`src/rtl/divide.sv`:
```
// Sequential unsigned restoring divider: dividend loaded into B on reset, divisor from SW at Run.
// Quotient ends in B, remainder in A, X flags a zero divisor; A/B also drive four hex displays.
module divide #(
  parameter int WIDTH = 8
) (
  input  logic             Clk,
  input  logic             Reset_Load_Clear,
  input  logic [WIDTH-1:0] SW,
  input  logic             Run,
  output logic [WIDTH-1:0] Aval,
  output logic [WIDTH-1:0] Bval,
  output logic             Xval,
  output logic             Done,
  output logic [6:0]       HEX0,
  output logic [6:0]       HEX1,
  output logic [6:0]       HEX2,
  output logic [6:0]       HEX3
);

  localparam int CW = (WIDTH > 1) ? $clog2(WIDTH) : 1;

  typedef enum logic [1:0] {
    IDLE,
    ITER,
    DONE
  } state_t;

  state_t           state, state_next;
  logic [WIDTH-1:0] a, a_next;
  logic [WIDTH-1:0] b, b_next;
  logic [WIDTH-1:0] d, d_next;
  logic             x, x_next;
  logic [CW-1:0]    count, count_next;
  logic [WIDTH:0]   trial;

  function automatic logic [6:0] seg7(input logic [3:0] v);
    logic [6:0] s;
    s = 7'h7F;
    case (v)
      4'h0: s = 7'b1000000;
      4'h1: s = 7'b1111001;
      4'h2: s = 7'b0100100;
      4'h3: s = 7'b0110000;
      4'h4: s = 7'b0011001;
      4'h5: s = 7'b0010010;
      4'h6: s = 7'b0000010;
      4'h7: s = 7'b1111000;
      4'h8: s = 7'b0000000;
      4'h9: s = 7'b0010000;
      4'hA: s = 7'b0001000;
      4'hB: s = 7'b0000011;
      4'hC: s = 7'b1000110;
      4'hD: s = 7'b0100001;
      4'hE: s = 7'b0000110;
      4'hF: s = 7'b0001110;
      default: s = 7'h7F;
    endcase
    return s;
  endfunction

  always_comb begin
    // NOTE: every output of this block gets a default first so no path can hold a value (no latches).
    state_next = state;
    a_next     = a;
    b_next     = b;
    d_next     = d;
    x_next     = x;
    count_next = count;
    // Trial subtraction of the divisor from the partial remainder with the next dividend bit shifted in.
    trial      = {a, b[WIDTH-1]} - {1'b0, d};

    case (state)
      IDLE: begin
        if (!Run) begin
          if (SW != '0) begin
            d_next     = SW;
            a_next     = '0;
            x_next     = 1'b0;
            count_next = '0;
            state_next = ITER;
          end else begin
            // Zero divisor: quotient saturates, remainder keeps the dividend.
            b_next     = '1;
            a_next     = b;
            x_next     = 1'b1;
            state_next = DONE;
          end
        end
      end
      ITER: begin
        if (!trial[WIDTH]) begin
          a_next = trial[WIDTH-1:0];
          b_next = {b[WIDTH-2:0], 1'b1};
        end else begin
          a_next = {a[WIDTH-2:0], b[WIDTH-1]};
          b_next = {b[WIDTH-2:0], 1'b0};
        end
        count_next = count + CW'(1);
        if (count == CW'(WIDTH - 1)) state_next = DONE;
      end
      DONE: begin
        if (Run) state_next = IDLE;
      end
      default: state_next = IDLE;
    endcase
  end

  always_ff @(posedge Clk) begin
    // NOTE: sequential state uses non-blocking assignments so all registers update from pre-edge values.
    if (!Reset_Load_Clear) begin
      state <= IDLE;
      a     <= '0;
      b     <= SW;
      d     <= '0;
      x     <= 1'b0;
      count <= '0;
    end else begin
      state <= state_next;
      a     <= a_next;
      b     <= b_next;
      d     <= d_next;
      x     <= x_next;
      count <= count_next;
    end
  end

  assign Aval = a;
  assign Bval = b;
  assign Xval = x;
  assign Done = (state == DONE);

  assign HEX0 = seg7(a[3:0]);
  assign HEX1 = seg7(a[7:4]);
  assign HEX2 = seg7(b[3:0]);
  assign HEX3 = seg7(b[7:4]);

endmodule

```
`config.mk`:
```
export PLATFORM = sky130hd
export DESIGN_NAME = divide
export DESIGN_NICKNAME = d
export VERILOG_FILES = /design/src/rtl/divide.sv
export SDC_FILE = /design/constraint.sdc
export NUM_CORES = 1
export LEC_CHECK = 0
export BUFFER_PORTS_ARGS = -buffer_cell sky130_fd_sc_hd__buf_2
export CAP_MARGIN = 40
export CORE_ASPECT_RATIO = 0.8
export CORE_MARGIN = 10
export CORE_UTILIZATION = 40
export CTS_BUF_LIST = sky130_fd_sc_hd__clkbuf_4 sky130_fd_sc_hd__clkbuf_8
export DETAILED_ROUTE_END_ITERATION = 10
export SYNTH_ARGS = -nofsm -noshare
export SYNTH_HDL_FRONTEND = slang
export SYNTH_SLANG_ARGS = --single-unit
```
`constraint.sdc`:
```
create_clock -name Clk -period 4.4 [get_ports Clk]
set_clock_uncertainty 0.15 [all_clocks]
set_input_delay 1.1 -clock Clk [delete_from_list [all_inputs] [get_ports Clk]]
set_output_delay 1.1 -clock Clk [all_outputs]
set_load 0.01 [all_outputs]
```
# --- After elaboration in Yosys (flattened, before gate mapping) ---
# Memories as Yosys holds them, arrays and structs flattened. A register that Yosys moved wholly into a read port is not among the register bits.
# Cells that the tools add are included.
word_totals:
  reg_bits: 30
  romBits: 448
  output_inout_bits: 46
  word_cells: 56
  n_memories: 4
classes:
  add_sub_neg: 2
  eq_ne: 10
  n_mux: 24
  bitwise_logic: 1
  n_reduce_logical: 9
mem_list:
  columns: ["name", "depth", "word_bits", "rd", "rd_clocked_by_memory_dff", "wr", "line", "source"]
  rows:
  - ["(name not given)", 16, 7, 1, 1, 0, "39", "case (v)"]
  - ["(name not given)", 16, 7, 1, 1, 0, "39", null]
  - ["(name not given)", 16, 7, 1, 1, 0, "39", null]
  - ["(name not given)", 16, 7, 1, 1, 0, "39", null]
op_table:
  columns: ["op", "count"]
  rows:
  - ["$mux W8", 6]
  - ["$pmux W8 S2", 2]
  - ["$mux W4", 6]
  - ["$reduce_and A3 Y1", 4]
  - ["$sub A9 B8 Y9", 1]
  - ["$mux W2", 4]
  - ["$ne A2 B2 Y1 const B", 4]
  - ["$reduce_bool A8 Y1", 1]
  - ["$mux W3", 2]
  - ["$ne A3 B3 Y1 const B", 2]
  - ["$pmux W2 S3", 1]
  - ["$pmux W3 S2", 1]
  - ["$reduce_and A2 Y1", 2]
  - ["$add A3 B1 Y3 const B", 1]
  - ["$eq A3 B3 Y1 const B", 1]
  - ["$ne A3 B1 Y1 const B", 1]
  - ["$eq A2 B1 Y1 const B", 1]
  - ["$eq A2 B2 Y1 const B", 1]
  - ["$logic_not A2 Y1", 1]
  - ["$mux W1", 2]
  - ["$reduce_bool A2 Y1", 1]
  - ["$not A1 Y1", 1]

# --- Logic depth before layout (Yosys ltp) ---
depth:
  depth_word: 6
  ltp_mapped: 15
  ltp_nobuf: 14

# --- Least setup slack after synthesis ---
# Ideal clock, no wire load.
synth_path:
  path_type: "input to register"
  from: "input SW[0]"
  to: "register, netlist name HEX2[3]"
  setup_ns: 0.134
  t_arrival_ns: 3.295
  setup_slack_ns: 0.821
  cell_stages: 8
  path_buffers: 1
  path_cell_list: "nor4_1 a31oi_1 o21ai_0 buf_2 mux2i_1 inv_1 ha_1 mux4_2"
synth_via:
  elab_chain_cells: 4
synth_lines:
  columns: ["item", "line", "source"]
  rows:
  - ["start, declared", "8", "input logic [WIDTH-1:0] SW,"]
  - ["$reduce_bool A8 Y1", "75", "if (SW != '0) begin"]
  - ["$ne A3 B3 Y1 (no source line)", null, null]
  - ["$reduce_and A3 Y1 (no source line)", null, null]
  - ["$mux W4 (no source line) (*)", null, null]
# Every way passes the cells marked *; elsewhere a longest branch is shown, timed or not.
# A chain may end at the register's enable or synchronous reset.

# --- Worst setup path after layout ---
layout_path:
  from: "register b[7], in the netlist Bval[7]"
  to: "register, netlist name HEX2[3]"
layout_via:
  elab_chain_cells: 5
layout_lines:
  columns: ["item", "line", "source"]
  rows:
  - ["start, declared", "30", "logic [WIDTH-1:0] b, b_next;"]
  - ["start signal, assigned", "120", "b <= b_next;"]
  - ["$sub A9 B8 Y9", "70", "trial = {a, b[WIDTH-1]} - {1'b0, d};"]
  - ["$mux W1", "91", "if (!trial[WIDTH]) begin"]
  - ["$pmux W8 S2", "72", "case (state)"]
  - ["$mux W8", "110", "if (!Reset_Load_Clear) begin"]
  - ["$mux W4 (no source line)", null, null]
# No other way between the ends.

==> flow_summary.yaml <==
clock_tree:
  ctsHoldBuffers: 0
  cts_sinks: 58
  clock_path_buffers: 2
  cts_root_buf: "clkbuf_8"
  post_cts_buffers: 0
  clk_pin_slew_ns: 0.07
  clock_latency_ns: 0.34
  cts_tree: "built"
  cts_resized: 0
  numCtsBuffers: 9
  htreeDepth: 3
sta:
  final.setup.tns_ns: 0
  worst_pin_slew_ns: 0.612
  hold_viol: 0
  fmax_ghz: 0.264
  setup_viol: 0
  rsz0062_at_grt: "false"
  slew-limit-headroom: 0.581
  hold_ws_ns: 0.304
  final.period_utilization: 0.861
  period_needed_ns: 3.79
  drv_slew: 0
power:
  leakage_nw: 1.84
  switching_share: 0.336
  clkPwrFrac: 0.292
  combPwrFrac: 0.325
  powerDensity_nw_per_um2: 413
  seq_power_share: 0.383
  irDropWorstVdd_uv: 186
  intPower_mw: 1.11
  switchingPower_mw: 0.563
layout:
  nNetsFinal: 490
  num_antenna_cells: 0
  final_area_um2: 4040
  drive_gt1_frac: 0.209
  final_common_cell: "buf_2"
  most-common-layout-cells: "56 x buf_2, 50 x dfxtp_1, 39 x a21oi_1, 35 x nand2_1, 34 x ha_1"
  area_growth_syn_to_layout_pct: 18.2
placed_design:
  gp_congestion: 0.882
  post_dp_cell_area_um2: 3850
  io_buffers: 56
  dp_hpwl_um: 6690
die:
  core_area_um2: 8410
  dieArea_um2: 12700
  rows: 30
  fp.dieW_um: 123
  die_h_um: 103
  io_pins: 57
  start_util: 0.407
logic_synthesis:
  yosysWarnings: 0
  synthArstFlopShare: 0
  syn_inst: 381
  avgSynthCellArea_um2: 8.98
  syn_nets: 427
  synth_edf_count: 8
  synth_area_um2: 3420
  synth-main-ff-cell: "dfxtp_1"
  ys_ff_latch: 58
  ys_types: 57
  ys_seq_area_frac: 0.363
grt:
  antenna_found_initial: 0
  grt_pass1_wl_um: 14100
  grt_overflow: 0
  grt_pass1_vias: 2781
  gr-usage-all-layers: 0.139
  grt_max_degree: 23
routing:
  drc: 0
  drt-initial-drc-count: 206
  drt-total-wl_um: 8730
  post_drt_wl_per_cell_um: 15.6
  num_vias: 2936
  dr.pass1.iters: 4
  viasPerCell: 5.23
  drt.antenna.violating_nets: 0
worst_setup_path:
  start_kind: "flip-flop"
  cp_max_fo: 8
  end_kind: "flip-flop"
  critPathArrivalTime_ns: 3.84
  cp_data_required_time_ns: 4.45
  crit_type: "reg -> reg"
flow_run:
  max_cap_viol_count: 0
status:
  status: "finished clean"
min_path:
  hold_class: "reg -> reg"
-- final timing paths --
path	startpoint	end	slack [ns]	cells past startpoint
setup / recovery	Bval[7]	HEX2[3]	0.61	12
hold / removal	d[6]	d[6]	0.30	2
setup reg to reg	Bval[7]	HEX2[3]	0.61	12
hold reg to reg	d[6]	d[6]	0.30	2
-- per-layer routing --
| metal | wire, um | GRT usage | vias up |
|---|---|---|---|
| li1 | - | - | 1482 |
| met1 | 4140 | 0.186 | 1358 |
| met2 | 3820 | 0.211 | 82 |
| met3 | 670 | 0.0400 | 14 |
| met4 | 105 | 0.0438 | 0 |
| met5 | 0 | 0 | - |
-- sequential cells by signal, indices dropped and copies added (netlist names), 2 cells and up --
name / count
Aval: 8
Bval: 8
HEX0: 7
HEX1: 7
HEX2: 7
HEX3: 7
count: 3
d: 8
state: 2
-- power by group through the flow --
| stage | combinational, mW | clock, mW | sequential, mW |
|---|---|---|---|
| after floorplan | 0.358 | 0 | 0.676 |
| after global placement | 0.535 | 0 | 0.650 |
| after detailed placement | 0.540 | 0 | 0.652 |
| after CTS | 0.544 | 0.502 | 0.640 |
| after global routing | 0.604 | 0.524 | 0.648 |
| final | 0.543 | 0.489 | 0.640 |
-- synthesized netlist by cell type, types with 4 or more instances --
cell type,instances,area [um^2]
mux2i_1,29,290
a22o_1,5,43.8
dfxtp_1,50,1000
nand2_1,35,131
edfxtp_1,8,240
nand3_1,9,45.0
clkbuf_1,7,26.3
nand2b_1,7,43.8
nor2b_1,4,25.0
inv_1,28,105
nor2_1,29,109
a21oi_1,39,195
o22ai_1,15,93.8
o21ai_0,13,65.1
ha_1,34,425
a22oi_1,6,45.0
-- cell type report --
type                    instances  area (um^2)
fillers                       872         4360
multi-input cells             278         1980
flip-flops and latches         58         1240
repair buffers                 68          370
well taps                     112          140
clock buffers                  10          138
inverters                      29          114
clock inverters                 6         56.3
-- per-stage QoR --
step                std cells  power [mW]   util  setup slack (ns)
finish                    561        1.67  0.481             0.612
global route              561        1.78  0.481             0.286
CTS                       561        1.69  0.481             0.606
detailed placement        545        1.19  0.458             0.394
global placement          545        1.19  0.458             0.551
floorplan                 381        1.03      -             0.821
-- critical path, cell delays in order (launching register included) --
cell,delay (ns)
edfxtp_1,0.48
inv_1,0.13
ha_1,0.16
inv_1,0.05
fa_1,0.44
nand3_1,0.16
a21oi_1,0.10
o211ai_1,0.40
a21oi_1,0.16
mux2i_1,0.53
inv_1,0.14
ha_1,0.27
mux4_2,0.47
-- cell families after synthesis --
family	after synthesis	synth area share
flip-flops	58	0.363
adder cells (fa/ha/maj)	35	0.130
XOR/XNOR	6	0.0154
AO/OA/AOI/OAI	103	0.195
buffers and inverters	45	0.0574
multiplexers	34	0.106
AND/OR/NAND/NOR	100	0.133
Note: power is estimated with default switching activity, not from simulation.
